**src/rtl/xor_stream_accum_if.sv**
```systemverilog
// ----------------------------------------------------------------------------
// xor_stream_accum_if
// Purpose : groups the operand stream (valid/ready), the mode select, the
//           combinational XOR tap and the registered result stream of
//           xor_stream_accum into one bundle.
// Signals :
//   in_valid/in_ready/in_a/in_b/in_last : operand beat stream
//   mode                                : 00 BEAT, 01 RUN, 10 FRAME, 11 as BEAT
//   out_comb                            : in_a ^ in_b, no handshake
//   out_valid/out_ready/out_data/out_last/out_par/out_count/out_sat
//                                       : registered result stream
// Modports: slave  - the accumulator block
//           master - the pattern source / result sink driving it
// ----------------------------------------------------------------------------
interface xor_stream_accum_if #(
    parameter int WIDTH = 8,
    parameter int CNT_W = 8
);
    logic             in_valid;
    logic             in_ready;
    logic [WIDTH-1:0] in_a;
    logic [WIDTH-1:0] in_b;
    logic             in_last;
    logic [1:0]       mode;
    logic [WIDTH-1:0] out_comb;
    logic             out_valid;
    logic             out_ready;
    logic [WIDTH-1:0] out_data;
    logic             out_last;
    logic             out_par;
    logic [CNT_W-1:0] out_count;
    logic             out_sat;

    modport slave (
        input  in_valid, in_a, in_b, in_last, mode, out_ready,
        output in_ready, out_comb, out_valid, out_data, out_last, out_par,
               out_count, out_sat
    );

    modport master (
        output in_valid, in_a, in_b, in_last, mode, out_ready,
        input  in_ready, out_comb, out_valid, out_data, out_last, out_par,
               out_count, out_sat
    );
endinterface

```
**src/rtl/xor_stream_accum.sv**
```systemverilog
// ----------------------------------------------------------------------------
// xor_stream_accum
// Purpose : streaming XOR of WIDTH-bit operand pairs with a one-entry
//           registered result stage. Three result modes: per-beat XOR (BEAT),
//           running XOR checksum within a frame (RUN), and frame-final
//           checksum only (FRAME). Each result carries parity, the saturating
//           beat count of its frame and a sticky saturation flag.
// Ports   :
//   clk    - rising-edge clock
//   resetn - synchronous reset, active low
//   bus    - xor_stream_accum_if.slave (operand stream, mode, comb XOR tap,
//            result stream); its WIDTH/CNT_W must match this module's.
// ----------------------------------------------------------------------------
module xor_stream_accum #(
    parameter int WIDTH = 8,
    parameter int CNT_W = 8
) (
    input  logic                   clk,
    input  logic                   resetn,
    xor_stream_accum_if.slave      bus
);

    localparam logic [1:0]       MODE_BEAT  = 2'b00;
    localparam logic [1:0]       MODE_RUN   = 2'b01;
    localparam logic [1:0]       MODE_FRAME = 2'b10;
    localparam logic [CNT_W-1:0] CNT_MAX    = {CNT_W{1'b1}};
    localparam logic [CNT_W-1:0] CNT_ONE    = {{(CNT_W-1){1'b0}}, 1'b1};

    // Even parity: 1 when the word has an odd number of ones.
    function automatic logic even_par(input logic [WIDTH-1:0] v);
        return ^v;
    endfunction

    // Increment that sticks at the counter's maximum value.
    function automatic logic [CNT_W-1:0] sat_inc(input logic [CNT_W-1:0] v);
        return (v == CNT_MAX) ? v : v + CNT_ONE;
    endfunction

    // Frame state
    logic             in_frame_r;
    logic [1:0]       mode_r;
    logic [WIDTH-1:0] acc_r;
    logic [CNT_W-1:0] cnt_r;
    logic             sat_r;

    // Result register
    logic             out_valid_r;
    logic [WIDTH-1:0] out_data_r;
    logic             out_last_r;
    logic             out_par_r;
    logic [CNT_W-1:0] out_count_r;
    logic             out_sat_r;

    // Next-state datapath
    logic             in_ready_s;
    logic             accept_s;
    logic             first_s;
    logic [WIDTH-1:0] x_s;
    logic [WIDTH-1:0] acc_base_s;
    logic [WIDTH-1:0] new_acc_s;
    logic [CNT_W-1:0] cnt_s;
    logic             sat_s;
    logic [1:0]       mode_s;
    logic [WIDTH-1:0] result_s;
    logic             load_s;

    // One-entry pipe: a new beat fits when the slot is empty or drains now.
    assign in_ready_s = !out_valid_r || bus.out_ready;
    assign accept_s   = bus.in_valid && in_ready_s;
    assign first_s    = !in_frame_r;
    assign x_s        = bus.in_a ^ bus.in_b;

    // Per-beat accumulate, count and mode selection; the first beat of a frame
    // starts from a clean accumulator and uses the live mode input.
    always_comb begin
        mode_s     = mode_r;
        acc_base_s = acc_r;
        cnt_s      = sat_inc(cnt_r);
        if (first_s) begin
            mode_s     = bus.mode;
            acc_base_s = {WIDTH{1'b0}};
            cnt_s      = CNT_ONE;
        end else begin
            mode_s     = mode_r;
            acc_base_s = acc_r;
            cnt_s      = sat_inc(cnt_r);
        end
        new_acc_s = acc_base_s ^ x_s;
        sat_s     = (cnt_s == CNT_MAX) || (!first_s && sat_r);
    end

    // Result selection per mode; FRAME only produces a result on the last beat
    // and the reserved encoding behaves like BEAT.
    always_comb begin
        result_s = x_s;
        load_s   = 1'b0;
        case (mode_s)
            MODE_BEAT: begin
                result_s = x_s;
                load_s   = accept_s;
            end
            MODE_RUN: begin
                result_s = new_acc_s;
                load_s   = accept_s;
            end
            MODE_FRAME: begin
                result_s = new_acc_s;
                load_s   = accept_s && bus.in_last;
            end
            default: begin
                result_s = x_s;
                load_s   = accept_s;
            end
        endcase
    end

    // Frame tracking: the last beat returns everything to the idle values.
    always_ff @(posedge clk) begin
        if (!resetn) begin
            in_frame_r <= 1'b0;
            mode_r     <= 2'b00;
            acc_r      <= {WIDTH{1'b0}};
            cnt_r      <= {CNT_W{1'b0}};
            sat_r      <= 1'b0;
        end else if (accept_s) begin
            mode_r <= mode_s;
            if (bus.in_last) begin
                in_frame_r <= 1'b0;
                acc_r      <= {WIDTH{1'b0}};
                cnt_r      <= {CNT_W{1'b0}};
                sat_r      <= 1'b0;
            end else begin
                in_frame_r <= 1'b1;
                acc_r      <= new_acc_s;
                cnt_r      <= cnt_s;
                sat_r      <= sat_s;
            end
        end else begin
            in_frame_r <= in_frame_r;
        end
    end

    // Result register: load wins over retire, so retire+load keeps valid high.
    always_ff @(posedge clk) begin
        if (!resetn) begin
            out_valid_r <= 1'b0;
            out_data_r  <= {WIDTH{1'b0}};
            out_last_r  <= 1'b0;
            out_par_r   <= 1'b0;
            out_count_r <= {CNT_W{1'b0}};
            out_sat_r   <= 1'b0;
        end else if (load_s) begin
            out_valid_r <= 1'b1;
            out_data_r  <= result_s;
            out_last_r  <= bus.in_last;
            out_par_r   <= even_par(result_s);
            out_count_r <= cnt_s;
            out_sat_r   <= sat_s;
        end else if (bus.out_ready) begin
            out_valid_r <= 1'b0;
        end else begin
            out_valid_r <= out_valid_r;
        end
    end

    assign bus.in_ready  = in_ready_s;
    assign bus.out_comb  = x_s;
    assign bus.out_valid = out_valid_r;
    assign bus.out_data  = out_data_r;
    assign bus.out_last  = out_last_r;
    assign bus.out_par   = out_par_r;
    assign bus.out_count = out_count_r;
    assign bus.out_sat   = out_sat_r;

endmodule

```
**src/flat_wrapper.sv**
```systemverilog
// flat-port wrapper written by rule: the top's interface ports become plain ports
module xor_stream_accum_flat 
#(
    parameter int WIDTH = 8,
    parameter int CNT_W = 8
)
  (clk, resetn, bus_in_valid, bus_in_a, bus_in_b, bus_in_last, bus_mode, bus_out_ready, bus_in_ready, bus_out_comb, bus_out_valid, bus_out_data, bus_out_last, bus_out_par, bus_out_count, bus_out_sat);
  xor_stream_accum_if #(.WIDTH(WIDTH), .CNT_W(CNT_W)) bus_i ();
  input  logic clk;
  input  logic resetn;
  input wire logic [$bits(bus_i.in_valid)-1:0] bus_in_valid;
  input wire logic [$bits(bus_i.in_a)-1:0] bus_in_a;
  input wire logic [$bits(bus_i.in_b)-1:0] bus_in_b;
  input wire logic [$bits(bus_i.in_last)-1:0] bus_in_last;
  input wire logic [$bits(bus_i.mode)-1:0] bus_mode;
  input wire logic [$bits(bus_i.out_ready)-1:0] bus_out_ready;
  output wire logic [$bits(bus_i.in_ready)-1:0] bus_in_ready;
  output wire logic [$bits(bus_i.out_comb)-1:0] bus_out_comb;
  output wire logic [$bits(bus_i.out_valid)-1:0] bus_out_valid;
  output wire logic [$bits(bus_i.out_data)-1:0] bus_out_data;
  output wire logic [$bits(bus_i.out_last)-1:0] bus_out_last;
  output wire logic [$bits(bus_i.out_par)-1:0] bus_out_par;
  output wire logic [$bits(bus_i.out_count)-1:0] bus_out_count;
  output wire logic [$bits(bus_i.out_sat)-1:0] bus_out_sat;
  assign bus_i.in_valid = bus_in_valid;
  assign bus_i.in_a = bus_in_a;
  assign bus_i.in_b = bus_in_b;
  assign bus_i.in_last = bus_in_last;
  assign bus_i.mode = bus_mode;
  assign bus_i.out_ready = bus_out_ready;
  assign bus_in_ready = bus_i.in_ready;
  assign bus_out_comb = bus_i.out_comb;
  assign bus_out_valid = bus_i.out_valid;
  assign bus_out_data = bus_i.out_data;
  assign bus_out_last = bus_i.out_last;
  assign bus_out_par = bus_i.out_par;
  assign bus_out_count = bus_i.out_count;
  assign bus_out_sat = bus_i.out_sat;
  xor_stream_accum #(.WIDTH(WIDTH), .CNT_W(CNT_W)) u_core (.clk(clk), .resetn(resetn), .bus(bus_i));
endmodule
```
**config.mk**
```make
export PLATFORM = sky130hd
export DESIGN_NAME = xor_stream_accum_flat
export DESIGN_NICKNAME = d
export VERILOG_FILES = /design/src/rtl/xor_stream_accum_if.sv /design/src/rtl/xor_stream_accum.sv /design/src/flat_wrapper.sv
export SDC_FILE = /design/constraint.sdc
export NUM_CORES = 1
export LEC_CHECK = 0
export CORE_MARGIN = 8
export CORE_UTILIZATION = 50
export CTS_CLUSTER_DIAMETER = 60
export CTS_CLUSTER_SIZE = 28
export DETAILED_ROUTE_END_ITERATION = 8
export GPL_TIMING_DRIVEN = 0
export PLACE_DENSITY = 0.77
export SYNTH_ARGS = -nofsm -noshare
export SYNTH_HDL_FRONTEND = slang
export SYNTH_SLANG_ARGS = --single-unit
```
**constraint.sdc**
```tcl
create_clock -name clk -period 2.88 [get_ports clk]
set_clock_uncertainty 0.1 [all_clocks]
set_input_delay 0.432 -clock clk [delete_from_list [all_inputs] [get_ports clk]]
set_output_delay 0.432 -clock clk [all_outputs]
set_load 0.005 [all_outputs]
```
# ---- Word level (Yosys, flattened, before mapping)
# Cells that the tools add are included.
dict set report classes {
  n_addsub 1
  n_mul 0
  n_div 0
  order_cmp 0
  n_eq_ne 4
  shift 0
  mux 12
  bitwise_logic 2
  n_reduce_logical 9
}
# operator n
set op_table {}
lappend op_table {{2-to-1 mux 8 bit} 6}
lappend op_table {{== test 8 bit, second input constant} 2}
lappend op_table {{bitwise XOR 8 bit} 2}
lappend op_table {{adder 8 x 1 -> 8 bit, second input constant} 1}
lappend op_table {{parity 8 bit} 1}
lappend op_table {{2-to-1 mux 1 bit} 5}
lappend op_table {{logical AND 1 bit} 3}
lappend op_table {{== test 2 x 1 -> 1 bit, second input constant} 1}
lappend op_table {{== test 2 bit, second input constant} 1}
lappend op_table {{logical OR 1 bit} 2}
lappend op_table {{2-to-1 mux 2 bit} 1}
lappend op_table {{nonzero test 2 bit} 1}
lappend op_table {{OR reduction 2 bit} 1}
lappend op_table {{logical NOT 1 bit} 1}
dict set report totals {
  register_bits 40
  latchBits 0
  ram_bits 0
  romBits 0
  input_bits 23
  elab_cells 39
  n_memories 0
}

# ---- Logic depth before layout (Yosys ltp)
# Gate-level depths: netlist of run 1.
dict set report depth {
  word_depth 6
  depth_mapped 11
  mapped_depth_nobuf 8
}

# ---- Least setup slack after synthesis of run 1
# Ideal clock, no wire load.
dict set report synth_path {
  kind {reg2reg}
  from {register u_core.in_frame_r}
  to {register u_core.out_data_r[3] (netlist: u_core.bus.out_data[3])}
  setup_time_ns 0.128
  t_arrival_ns 1.965
  setup_slack_ns 0.688
  stages_incl_launch_ff 12
  period_less_slack_ns 2.192
  path_cell_list {dfxtp_1 -> buf_2 -> buf_2 -> mux2i_1 -> ha_1 -> nor2b_1 -> clkbuf_1 -> nand2_1 -> xnor2_1 -> nor2_1 -> a21oi_1 -> nor2_1}
}
dict set report synth_between {
  elab_chain_len 4
}
# item line
set synth_rtl {}
lappend synth_rtl {{from (decl)} xor_stream_accum.sv:40} ;# logic in_frame_r;
lappend synth_rtl {{from (signal assigned)} xor_stream_accum.sv:139} ;# in_frame_r <= in_frame_r;
lappend synth_rtl {{2-to-1 mux 2 bit} xor_stream_accum.sv:79} ;# if (first_s) begin
lappend synth_rtl {{== test 2 x 1 -> 1 bit or == test 2 bit (tied branches)} xor_stream_accum.sv:97} ;# case (mode_s)
lappend synth_rtl {{OR reduction 2 bit (no source line)} -}
lappend synth_rtl {{2-to-1 mux 8 bit} xor_stream_accum.sv:97}
lappend synth_rtl {{to (signal assigned)} xor_stream_accum.sv:147} ;# out_data_r <= {WIDTH{1'b0}};
lappend synth_rtl {{to (signal assigned)} xor_stream_accum.sv:154} ;# out_data_r <= result_s;
lappend synth_rtl {{to (decl)} xor_stream_accum.sv:48} ;# logic [WIDTH-1:0] out_data_r;
# Several ways; a longest one is shown, not always the timed one.
# A chain may end at the register's enable or synchronous reset.

# ---- Worst setup path after layout of run 1
dict set report layout_path {
  from {register u_core.in_frame_r}
  to {register u_core.out_count_r[3] (netlist: u_core.bus.out_count[3])}
}
dict set report layout_between {
  elab_chain_len 3
}
# item line
set layout_rtl {}
lappend layout_rtl {{2-to-1 mux 2 bit} xor_stream_accum.sv:79}
lappend layout_rtl {{== test 2 bit} xor_stream_accum.sv:97}
lappend layout_rtl {{2-to-1 mux 1 bit} xor_stream_accum.sv:97}
lappend layout_rtl {{to (signal assigned)} xor_stream_accum.sv:150} ;# out_count_r <= {CNT_W{1'b0}};
lappend layout_rtl {{to (signal assigned)} xor_stream_accum.sv:157} ;# out_count_r <= cnt_s;
lappend layout_rtl {{to (decl)} xor_stream_accum.sv:51} ;# logic [CNT_W-1:0] out_count_r;
# Several ways; a longest one is shown, not always the timed one.

==> results of run 1 <==
cell families (layout without fill, tap and decap cells):
group	Yosys count	count (layout)	synth area share [%]
and+or+nand+nor	110	110	23.6
AOI/OAI and AO/OA	67	67	16.4
xor gates and xnor gates	42	42	17.0
DFF	40	40	34.9
buffers and inverters	30	88	5.66
muxes	3	3	1.36
adders and majority gates	2	2	1.09
flip-flops by register name, summed over array words and instances (netlist names):
signal / count
u_core.mode_r: 2
u_core.bus.out_par: 1
u_core.in_frame_r: 1
u_core.bus.out_data: 8
u_core.cnt_r: 8
u_core.acc_r: 8
u_core.bus.out_valid: 1
u_core.sat_r: 1
u_core.bus.out_sat: 1
u_core.bus.out_count: 8
u_core.bus.out_last: 1
cell type report:
| class | count | area [µm²] | area share [%] |
|---|---|---|---|
| Inverter | 12 | 45.0 | 1.51 |
| Tap cell | 52 | 65.1 | 2.18 |
| Clock buffer | 7 | 96.3 | 3.22 |
| Multi-Input combinational cell | 224 | 1370 | 45.7 |
| Clock inverter | 1 | 30.0 | 1.00 |
| Buffer | 18 | 86.3 | 2.89 |
| Timing Repair Buffer | 50 | 500 | 16.7 |
| Sequential cell | 40 | 801 | 26.8 |
what timing repair did:
item                       CTS  global route
hold endpoints to repair     0             0
hold buffers                 0             0
gates resized for setup      0             2
setup endpoints to repair    0             1
synth_stat cells (5+ instances only):
library cell  count  area (µm²)
a21oi_1          43         215
buf_2             6        30.0
clkbuf_1         11        41.3
dfxtp_1          40         801
inv_1            11        41.3
nand2_1          31         116
nand3_1           7        35.0
nand4_1           5        31.3
nor2_1           37         139
o21ai_0           6        30.0
or3_1             9        56.3
xnor2_1          36         315
power by group through the flow:
stage / Sequential, W / Clock, W / Combinational [W]
6_report: 0.000603 / 0.000511 / 0.000351
5_1_grt: 0.000607 / 0.000540 / 0.000383
4_1_cts: 0.000602 / 0.000516 / 0.000353
3_5_place_dp: 0.000615 / 0 / 0.000350
3_3_place_gp: 0.000614 / 0 / 0.000342
2_1_floorplan: 0.000613 / 0 / 0.000208
worst min-delay path, delay by kind of cell (launching register included):
family / cells / cell delay (ns)
AO/OA/AOI/OAI: 1 / 0.05
flip-flops: 1 / 0.31
AND/OR/NAND/NOR: 1 / 0.05
routing by layer:
metal | share of wire [%] | global-route usage [%] | up-vias
met4 | 1.0 | 4.55 | 0
met3 | 7.3 | 5.86 | 9
met5 | 0 | 0 | -
met1 | 44 | 20.9 | 1041
met2 | 48 | 28.8 | 73
li1 | - | - | 1103
worst max path at each step:
stage / from / depth (start not counted) / to
CTS: u_core.in_frame_r / 11 / u_core.bus.out_data[6]
finish: u_core.in_frame_r / 9 / u_core.bus.out_count[3]
floorplan: u_core.in_frame_r / 11 / u_core.bus.out_data[3]
global placement: bus_mode[1] / 10 / u_core.bus.out_data[6]
global route: u_core.in_frame_r / 9 / u_core.bus.out_data[4]
detailed placement: u_core.in_frame_r / 11 / u_core.bus.out_data[6]
stage by stage:
step                worst slack, ns  hold slack [ns]  utilization [%]  instances  total power (W)
floorplan                     0.688            0.333                -        294         0.000821
global placement              0.248            0.338             65.3        396         0.000956
detailed placement            0.217            0.348             65.3        396         0.000965
CTS                           0.201            0.359             68.2        404          0.00147
global route                  0.134            0.367             68.2        404          0.00153
finish                        0.345            0.355             68.2        404          0.00146
==> impl_metrics.env, run 1 <==
export IMPL_status="finished clean"
export IMPL_rsz0062_at_grt="no"
export IMPL_ys_flop_type="dfxtp_1"
export IMPL_grt_use_total_pct=17.4
export IMPL_synth_avg_cell_area_um2=7.81
export IMPL_ys_ff_latch=40
export IMPL_finalSetupViolCount=0
export IMPL_num_antenna_cells=0
export IMPL_critPathSlowestCell="clkbuf_1"
export IMPL_avgViaCountPerCell=5.51
export IMPL_cp_top_family="buffers and inverters"
export IMPL_crit_buf_inv=4
export IMPL_pwr_share_comb_pct=24.0
export IMPL_start_util_pct=52.4
export IMPL_max_freq_mhz=395
export IMPL_grt_antenna_before_repair=0
export IMPL_cts_root_buffer="clkbuf_8"
export IMPL_place_area_um2=2860
export IMPL_synthCells=294
export IMPL_synthArstFlopShare_pct=0
export IMPL_grt_pass1_vias=2143
export IMPL_drtPass1Iterations=4
export IMPL_cts_buffers=5
export IMPL_coreArea_um2=4380
export IMPL_drt_wirelength_per_cell_um=15.6
export IMPL_layout_common_cells="clkdlybuf4s50_1 (50), a21oi_1 (43), dfxtp_1 (40)"
export IMPL_whs_path_depth=2
export IMPL_drcViolationCount=0
export IMPL_grt_pass1_wl_um=10300
export IMPL_die_w_um=83.8
export IMPL_ant_nets=0
export IMPL_finalHoldViolations=0
export IMPL_power_density_nw_per_um2=490
export IMPL_synth_fp_nets=319
export IMPL_portBuffers=50
export IMPL_min_period_over_period_pct=88.0
export IMPL_cts_sinks=40
export IMPL_area_growth_syn_to_layout_pct=30.2
export IMPL_max_vdd_ir_drop_mv=0.248
export IMPL_crit_type="reg2reg"
export IMPL_p_clk_share_pct=34.9
export IMPL_vias=2226
export IMPL_min_from="u_core.bus.out_count[6]"
export IMPL_cts_htree_levels=2
export IMPL_cts_setup_buffers=0
export IMPL_yosysWarnings=0
export IMPL_power_internal_w=0.00106
export IMPL_grt_remaining_overflow=0
export IMPL_r2r_start="u_core.in_frame_r"
export IMPL_drive_gt1_share_pct=7.67
export IMPL_required_ns=3.01
export IMPL_yosysSeqAreaShare_pct=34.9
export IMPL_hold_path_class="reg2reg"
export IMPL_r2r_slack_ns=0.35
export IMPL_die_h_um=83.8
export IMPL_crit_path_start_kind="flip-flop"
export IMPL_die_area_um2=7020
export IMPL_wl_um=6290
export IMPL_r2r_worst_path_cells=9
export IMPL_period_needed_ns=2.53
export IMPL_clk_pin_slew_ns=0.08
export IMPL_drtIter0Drc=218
export IMPL_rr_endpoint="u_core.bus.out_count[3]"
export IMPL_grt_max_degree=13
export IMPL_critPathMaxStageDelay_ns=0.55
export IMPL_globalplace_congestion=0.914
export IMPL_switchingPower_w=0.000401
export IMPL_seqPwrFrac_pct=41.1
export IMPL_max_slew_margin_rel_pct=55.0
export IMPL_path_common_cell="buf_2"
export IMPL_leakagePower_nw=1.05
export IMPL_endpoint_kind="flip-flop"
export IMPL_crit_arrival_ns=2.66
export IMPL_nNetsFinal=376
export IMPL_mostFrequentLayoutCell="clkdlybuf4s50_1"
export IMPL_ios=52
export IMPL_cp_cell_sequence="buf_2 -> buf_2 -> mux2i_1 -> ha_1 -> inv_1 -> o21ai_1 -> clkbuf_1 -> nand2_1 -> a21oi_1"
export IMPL_hpwl_um=4530
export IMPL_num_rows=24
export IMPL_cap_violations=0
export IMPL_cts_tree="yes"
export IMPL_synth_edf_count=0
export IMPL_finalSetupTns_ns=0
export IMPL_final_area_um2=2990
export IMPL_netlist_area_um2=2300
export IMPL_p_sw_share_pct=27.4
export IMPL_yosysUniqueCellTypes=45
export IMPL_crit_fanout=10
export IMPL_insertion_delay_ns=0.30
export IMPL_worstMarginPinSlew_ns=0.675
export IMPL_drv_slew=0
export IMPL_n_fill_cell=389
export IMPL_clockBufferDepth=2
export IMPL_holdPathEnd="u_core.bus.out_count[6]"
Power figures use the tool's default switching activity.
==> run 2: changes to the inputs <==
--- a/config.mk
+++ b/config.mk
@@ -11,7 +11,7 @@
 export CTS_CLUSTER_SIZE = 28
 export DETAILED_ROUTE_END_ITERATION = 8
 export GPL_TIMING_DRIVEN = 0
-export PLACE_DENSITY = 0.77
+export PLACE_DENSITY_LB_ADDON = 0.15
 export SYNTH_ARGS = -nofsm -noshare
 export SYNTH_HDL_FRONTEND = slang
 export SYNTH_SLANG_ARGS = --single-unit
==> run 2 against run 1 <==
Against the previous run: sequential power is essentially flat; sequential share of layout area is the same; worst setup slack lost 0.030 ns; wire length shrank 2.4%; clock power shrank 2%; flip-flop and latch count is the same; die area is the same; cell area is the same; critical endpoint is now u_core.bus.out_count[5]; largest cell class unchanged; largest power group unchanged.
==> impl_metrics.env, run 2 (synthesis gave the netlist of run 1 again) <==
export IMPL_seqPwrFrac_pct=41.5
export IMPL_clockBufferDepth=2
export IMPL_globalplace_congestion=0.894
export IMPL_period_needed_ns=2.56
export IMPL_cts_buffers=5
export IMPL_wl_um=6140
export IMPL_max_slew_margin_rel_pct=59.3
export IMPL_finalSetupViolCount=0
export IMPL_grt_pass1_wl_um=10400
export IMPL_cap_violations=0
export IMPL_ant_nets=0
export IMPL_grt_pass1_vias=2177
export IMPL_cp_cell_sequence="buf_2 -> buf_2 -> mux2i_1 -> ha_1 -> inv_1 -> o21ai_1 -> clkbuf_1 -> nand3_1 -> o31ai_1"
export IMPL_pwr_share_comb_pct=23.9
export IMPL_drive_gt1_share_pct=7.67
export IMPL_layout_setup_ws_ns=0.315
export IMPL_cts_sinks=40
export IMPL_ios=52
export IMPL_grt_remaining_overflow=0
export IMPL_vias=2219
export IMPL_cts_hold_buffers=0
export IMPL_avgViaCountPerCell=5.49
export IMPL_max_freq_mhz=390
export IMPL_mostFrequentLayoutCell="clkdlybuf4s50_1"
export IMPL_num_antenna_cells=0
export IMPL_grt_antenna_before_repair=0
export IMPL_start_util_pct=52.4
export IMPL_min_period_over_period_pct=89.1
export IMPL_path_common_cell="buf_2"
export IMPL_crit_arrival_ns=2.67
export IMPL_grt_use_total_pct=17.7
export IMPL_portBuffers=50
export IMPL_nNetsFinal=376
export IMPL_coreArea_um2=4380
export IMPL_critPathSlowestCell="clkbuf_1"
export IMPL_cts_tree="yes"
export IMPL_p_sw_share_pct=26.8
export IMPL_num_rows=24
export IMPL_switchingPower_w=0.000390
export IMPL_drtIter0Drc=177
export IMPL_die_h_um=83.8
export IMPL_max_vdd_ir_drop_mv=0.270
export IMPL_insertion_delay_ns=0.30
export IMPL_rsz0062_at_grt="no"
export IMPL_drcViolationCount=0
export IMPL_crit_fanout=10
export IMPL_grt_max_degree=13
export IMPL_critPathMaxStageDelay_ns=0.50
export IMPL_finalHoldViolations=0
export IMPL_fin_util_pct=68.2
export IMPL_hold_path_class="reg2reg"
export IMPL_crit_type="reg2reg"
export IMPL_crit_path_start_kind="flip-flop"
export IMPL_drv_slew=0
export IMPL_cts_htree_levels=2
export IMPL_area_growth_syn_to_layout_pct=30.2
export IMPL_power_internal_w=0.00106
export IMPL_finalSetupTns_ns=0
export IMPL_leakagePower_nw=1.05
export IMPL_required_ns=2.98
export IMPL_layout_common_cells="clkdlybuf4s50_1 (50), a21oi_1 (43), dfxtp_1 (40)"
export IMPL_drt_wirelength_per_cell_um=15.2
export IMPL_worstMarginPinSlew_ns=0.606
export IMPL_cts_root_buffer="clkbuf_8"
export IMPL_dp_slack_ns=0.240
export IMPL_drtPass1Iterations=4
export IMPL_die_area_um2=7020
export IMPL_power_density_nw_per_um2=486
export IMPL_hpwl_um=4540
export IMPL_die_w_um=83.8
export IMPL_status="finished clean"
export IMPL_p_clk_share_pct=34.6
export IMPL_clk_pin_slew_ns=0.08
export IMPL_endpoint_kind="flip-flop"
export IMPL_cts_setup_buffers=0
[run 2: cell counts in the layout (fill, tap and decap cells not counted)]
Identical to the previous run, type by type.
[run 2: through the flow]
step | area (µm²) | cells | power (W) | hold slack, ns
finish | 2990 | 404 | 0.00145 | 0.355
global route | 2990 | 404 | 0.00153 | 0.376
CTS | 2990 | 404 | 0.00146 | 0.359
detailed placement | 2860 | 396 | 0.000963 | 0.349
global placement | 2860 | 396 | 0.000956 | 0.340
floorplan | 2300 | 294 | 0.000821 | 0.333
[run 2: cell type report]
cell class	instances	area (µm²)
Buffer	18	86.3
Sequential cell	40	801
Clock inverter	1	30.0
Inverter	12	45.0
Tap cell	52	65.1
Timing Repair Buffer	50	500
Multi-Input combinational cell	224	1370
Fill cell	389	1390
Clock buffer	7	96.3
[run 2: worst paths after layout]
path,from,endpoint,slack [ns],cells past startpoint
max,u_core.in_frame_r,u_core.bus.out_count[5],0.32,9
min,u_core.bus.out_count[6],u_core.bus.out_count[6],0.35,2
max reg2reg,u_core.in_frame_r,u_core.bus.out_count[5],0.32,9
min reg2reg,u_core.bus.out_count[6],u_core.bus.out_count[6],0.35,2
[run 2: critical path: cells and delay by family (launching register included)]
family	cells	cell delay, ns
AND/OR/NAND/NOR	1	0.15
adder cells (fa/ha/maj)	1	0.21
AO/OA/AOI/OAI	2	0.28
multiplexers	1	0.30
flip-flops	1	0.32
buffers and inverters	4	1.11
[run 2: metal layers]
| layer | part of all wire [%] | global-route usage [%] | up-vias |
|---|---|---|---|
| met3 | 6.8 | 4.30 | 9 |
| met1 | 44 | 21.4 | 1037 |
| met4 | 1.4 | 6.75 | 0 |
| met2 | 48 | 29.3 | 67 |
| met5 | 0 | 0 | - |
| li1 | - | - | 1106 |
[run 2: timing repair]
item,CTS,global route
setup endpoints to repair,0,7
endpoints found under the hold margin,0,0
resized for setup,0,2
[run 2: power groups by stage]
stage	sequential (W)	clock, W	combinational (W)
detailed placement	0.000615	0	0.000347
floorplan	0.000613	0	0.000208
global route	0.000607	0.000534	0.000384
finish	0.000603	0.000503	0.000348
global placement	0.000614	0	0.000342
CTS	0.000603	0.000510	0.000351
